--- src/rtl/fetch_ctl.sv ---
// rtl/fetch_ctl.sv - single-outstanding instruction fetch controller with kill tracking and a one-entry skid
module fetch_ctl (
    input  logic        clk,
    input  logic        rst_n,
    input  logic [63:0] pc,
    input  logic        redirect,
    output logic        ic_req,
    input  logic        ic_rdy,
    output logic [63:0] ic_addr,
    input  logic        ic_vld,
    input  logic [31:0] ic_data,
    output logic        pc_stall,
    output logic        if_vld,
    output logic [31:0] if_instr,
    output logic [63:0] if_pc,
    input  logic        dec_stall,
    output logic [15:0] kill_cnt
);

    localparam logic [1:0] S_IDLE = 2'd0;
    localparam logic [1:0] S_REQ  = 2'd1;
    localparam logic [1:0] S_WAIT = 2'd2;
    localparam logic [1:0] S_HOLD = 2'd3;

    localparam logic [31:0] NOP = 32'h0000_0013;

    logic [1:0]  state;
    logic [1:0]  state_nxt;
    logic        kill;
    logic [63:0] req_pc;
    logic [31:0] skid_instr;
    logic [63:0] skid_pc;

    logic out_free;
    logic rsp_kill;
    logic rsp_load;
    logic rsp_skid;
    logic hold_kill;
    logic hold_drain;

    always_comb begin
        out_free   = !if_vld || !dec_stall;
        rsp_kill   = (state == S_WAIT) && ic_vld && (kill || redirect);
        rsp_load   = (state == S_WAIT) && ic_vld && !kill && !redirect && out_free;
        rsp_skid   = (state == S_WAIT) && ic_vld && !kill && !redirect && !out_free;
        hold_kill  = (state == S_HOLD) && redirect;
        hold_drain = (state == S_HOLD) && !redirect && !dec_stall;
    end

    always_comb begin
        ic_req  = (state == S_REQ) && !redirect;
        ic_addr = (state == S_REQ) ? pc : 64'd0;
        // The PC may only move on a redirect or when an instruction leaves for decode.
        pc_stall = !(((state == S_REQ) && redirect) ||
                     ((state == S_WAIT) && redirect) ||
                     rsp_load || hold_drain || hold_kill);
    end

    always_comb begin
        state_nxt = state;
        case (state)
            S_IDLE: state_nxt = S_REQ;
            S_REQ:  if (ic_req && ic_rdy) state_nxt = S_WAIT;
            S_WAIT: begin
                if (rsp_kill || rsp_load) state_nxt = S_REQ;
                else if (rsp_skid)        state_nxt = S_HOLD;
            end
            S_HOLD: if (hold_kill || hold_drain) state_nxt = S_REQ;
            default: state_nxt = S_IDLE;
        endcase
    end

    always_ff @(posedge clk or negedge rst_n) begin
        if (!rst_n) begin
            state      <= S_IDLE;
            kill       <= 1'b0;
            req_pc     <= 64'd0;
            skid_instr <= NOP;
            skid_pc    <= 64'd0;
            if_vld     <= 1'b0;
            if_instr   <= NOP;
            if_pc      <= 64'd0;
            kill_cnt   <= 16'd0;
        end else begin
            state <= state_nxt;

            if (ic_req && ic_rdy)
                req_pc <= pc;

            // A redirect with no response yet poisons the one outstanding fetch.
            if (rsp_kill)
                kill <= 1'b0;
            else if ((state == S_WAIT) && redirect)
                kill <= 1'b1;

            if (rsp_skid) begin
                skid_instr <= ic_data;
                skid_pc    <= req_pc;
            end else if (hold_kill) begin
                skid_instr <= NOP;
                skid_pc    <= 64'd0;
            end

            if (rsp_load) begin
                if_vld   <= 1'b1;
                if_instr <= ic_data;
                if_pc    <= req_pc;
            end else if (hold_kill) begin
                if_vld <= 1'b0;
            end else if (hold_drain) begin
                if_vld   <= 1'b1;
                if_instr <= skid_instr;
                if_pc    <= skid_pc;
            end else if (redirect && if_vld) begin
                if_vld <= 1'b0;
            end else if (if_vld && !dec_stall) begin
                if_vld <= 1'b0;
            end

            if ((rsp_kill || hold_kill) && (kill_cnt != 16'hFFFF))
                kill_cnt <= kill_cnt + 16'd1;
        end
    end

endmodule

--- config.mk ---
export PLATFORM = sky130hd
export DESIGN_NAME = fetch_ctl
export DESIGN_NICKNAME = d
export VERILOG_FILES = /design/src/rtl/fetch_ctl.sv
export SDC_FILE = /design/constraint.sdc
export NUM_CORES = 1
export LEC_CHECK = 0
export CAP_MARGIN = 10
export CORE_MARGIN = 4
export CORE_UTILIZATION = 45
export DETAILED_ROUTE_END_ITERATION = 10
export PLACE_DENSITY = 0.73
export SYNTH_ARGS = -nofsm -noshare
export SYNTH_HDL_FRONTEND = slang
export SYNTH_SLANG_ARGS = --single-unit
export TNS_END_PERCENT = 50
--- constraint.sdc ---
create_clock -name clk -period 3.4 [get_ports clk]
set_input_delay 0.51 -clock clk [delete_from_list [all_inputs] [get_ports clk]]
set_output_delay 0.51 -clock clk [all_outputs]
set_load 0.02 [all_outputs]
==> flow_summary_export.csv <==
group,metric,value,unit
status,status,"completed",
global_routing,overflow,0,
global_routing,track_usage,0.1935,
global_routing,grt_max_degree,195,
layout,multi_input_area,4408,sq um
clocking,insertion_delay,0.54,ns
placed_design,post-place-cells,1502,
sta,min_period,3.137,ns
die,num_rows,58,
sta,tns,0,ns
yosys,synth_cell_types,41,
layout,syn2layout_area_growth,35.38,%
detailed_routing,ant_nets,0,
layout,design_area,15760,sq um
placed_design,portBuffers,280,
sta,fmax,0.3187,GHz
placed_design,place_hpwl,17.60,mm
critical_path,startpoint,"state[1]$_DFFE_PN0P_",
yosys,synth_ff_type,"dfrtp_1",
pwr,leakagePower,6.606,nW
clocking,cts_root_buf,"clkbuf_16",
critical_path,cp.required,2.89,ns
critical_path,end_kind,"output port",
sta,rsz0062_at_grt,"no",
clocking,clkTransAtPathRegs,0.06,ns
yosys,async_reset_ff_frac,1.000,
layout,layout.cells.non_filler,1557,
placed_design,post-place-ws,0.6721,ns
layout,num-fill-cells,2024,
detailed_routing,wl,28.26,mm
die,dieHeight,168.8,um
global_routing,antenna_found_initial,0,
placed_design,placed_area,14770,sq um
detailed_routing,drt-initial-drc-count,750,
sta,final_max_slew_viol_count,0,
sta,finalCritPeriodShare,0.9228,
yosys,yosysSeqAreaShare,0.5941,
die,die_area,28500,sq um
yosys,syn_area,11640,sq um
yosys,syn_nets,1053,
yosys,synth_top_area_cell,"dfrtp_1",
layout,regArea,6914,sq um
global_routing,grt_pass1_wl,45.81,mm
detailed_routing,vias_per_cell,5.299,
detailed_routing,wl_per_cell,18.15,um
yosys,synth-edff-count,0,
yosys,syn_area_per_cell,12.29,sq um
layout,diodes,0,
pwr,peakVddDrop,474.6,uV
sta,tightest_slew,0.8054,ns
sta,finalHoldViolCount,0,
critical_path,crit_arrival,2.63,ns
yosys,synthCells,947,
critical_path,reg2reg_from,"state[0]$_DFFE_PN0P_",
critical_path,worstPathMaxFanout,54,
detailed_routing,vias,8250,
yosys,synth.area.top_cells,"dfrtp_1 58%, mux2i_1 8.3%, a22o_1 7.0%",
global_routing,first_global_vias,8452,
clocking,cts_tree,"built",
worst_hold_path,min_from,"kill_cnt[15]$_DFFE_PN0P_",
critical_path,regToRegSetupSlack,1.07,ns
pwr,power_density,776.4,nW/um^2
die,core_area,25330,sq um
yosys,synth_most_common_cell,"dfrtp_1",
clocking,cts.repair.resized,0,
sta,setup_viol,0,
placed_design,gp_congestion,0.8152,
detailed_routing,drcViolationCount,0,
yosys,synth_top_area_frac,0.5806,
job,maxCapViolCount,0,
sta,worst_slack,0.2625,ns
yosys,yosys_register_bits,276,
clocking,htree_levels,1,
die,die_w,168.8,um
yosys,ys_warn_count,0,
clocking,ctsLongestPathBuffers,3,
sta,fin_worst_skew,0.01473,ns
critical_path,cp-start-kind,"flop",
critical_path,crit_type,"flop to output port",
die,start_util,0.4595,
clocking,clkSinkCount,276,
die,ios,281,
layout,layout.nets,1311,
clocking,cts_buffers,30,
layout,drive_gt1_frac,0.1206,
worst_hold_path,min_path_type,"flop to flop",
sta,relSlewSlack,0.4631,
detailed_routing,drt_pass1_iterations,5,
yosys,synth_commonest_cells,"270 x dfrtp_1, 108 x nand2_1, 96 x mux2i_1",
[layer usage]
layer / vias up / share of wire / GRT usage
li1: 3882 / - / -
met1: 4093 / 0.45 / 0.2811
met2: 234 / 0.46 / 0.3005
met3: 41 / 0.070 / 0.04461
met4: 0 / 0.018 / 0.04164
met5: - / 0 / 0
[kinds of logic (layout without fill, tap and decap cells)]
kind of cell    Yosys count  after routing  synth area share
compound gates          203            203            0.1202
flops                   276            276            0.5941
xor+xnor                 14             14           0.01054
mux                     162            162            0.1464
simple gates            215            215           0.09343
fa+ha+maj                 4              4          0.004301
buf+inv                  73            353           0.03096
[worst paths after layout]
check	end	cells after the start
max	ic_addr[35]	5
min	kill_cnt[15]$_DFFE_PN0P_	1
max reg2reg	if_instr[7]$_DFFE_PN0P_	5
min reg2reg	kill_cnt[15]$_DFFE_PN0P_	1
max in group asynchronous	if_instr[14]$_DFFE_PN0P_	3
min in group asynchronous	if_pc[10]$_DFFE_PN0P_	2
[per-stage QoR]
stage | util | power [mW] | hold slack, ns
2_1_floorplan | - | 7.017 | 0.2144
3_3_place_gp | 0.5830 | 9.053 | 0.4793
3_5_place_dp | 0.5830 | 9.149 | 0.4810
4_1_cts | 0.6221 | 12.37 | 0.4926
5_1_grt | 0.6221 | 12.90 | 0.5096
6_report | 0.6221 | 12.23 | 0.4866
[report_power, final]
| part | switching, mW | total, mW | leakage, nW | internal [mW] |
|---|---|---|---|---|
| clock | 1.26 | 3.17 | 0.483 | 1.91 |
| combinational | 2.17 | 4.33 | 2.47 | 2.16 |
| sequential | 0.574 | 4.73 | 3.65 | 4.15 |
[worst max-delay path, stage by stage, from the launching register on]
cell and delay [ns]:
dfrtp_1 0.40, inv_1 0.09, ha_2 0.35, buf_4 0.42, and2_1 0.20, clkdlybuf4s50_1 0.61
[cell usage in the layout, fill, tap and decap left out, types with 2 or more instances in the layout]
master / netlist / final
and2_1: 64 / 64
ha_1: 4 / 3
o22a_1: 4 / 4
nor2b_1: 2 / 2
clkbuf_1: 25 / 8
nand2_1: 108 / 107
nand4_1: 7 / 7
inv_1: 3 / 3
mux2_2: 65 / 65
nor3_2: 4 / 4
a21oi_1: 4 / 3
nand3_1: 5 / 5
xnor2_1: 3 / 3
nor4_1: 3 / 2
buf_12: 0 / 8
a22o_1: 93 / 93
nor2_1: 7 / 7
clkbuf_8: 0 / 8
xor2_1: 11 / 11
nor4_2: 2 / 2
clkdlybuf4s50_1: 0 / 279
buf_4: 9 / 7
dfstp_2: 6 / 6
dfrtp_1: 270 / 270
clkinv_2: 0 / 5
o21ai_1: 7 / 7
o21ai_0: 91 / 91
and3_1: 2 / 2
clkbuf_16: 0 / 31
mux2i_1: 96 / 96
nor3_1: 3 / 3
[state kept, by name, indices dropped and copies added (netlist names)]
name        flops
skid_instr     32
skid_pc        64
kill            1
if_pc          64
req_pc         64
state           2
if_instr       32
kill_cnt       16
if_vld          1
[layout make-up]
type                       instances  area share
sequential                       276      0.4389
multi-input combinational        598      0.2798
timing repair buffer             296      0.1923
clock buffer                      47     0.05813
tap                              330     0.02621
clock inverter                     7    0.003971
inverter                           3   0.0007147
[what timing repair did]
item | 4_1_cts | 5_1_grt
endpoints found under the hold margin | 80 | 0
buffers inserted | 0 | 0
hold buffers | 1 | 0
Power figures use the tool's default switching activity.
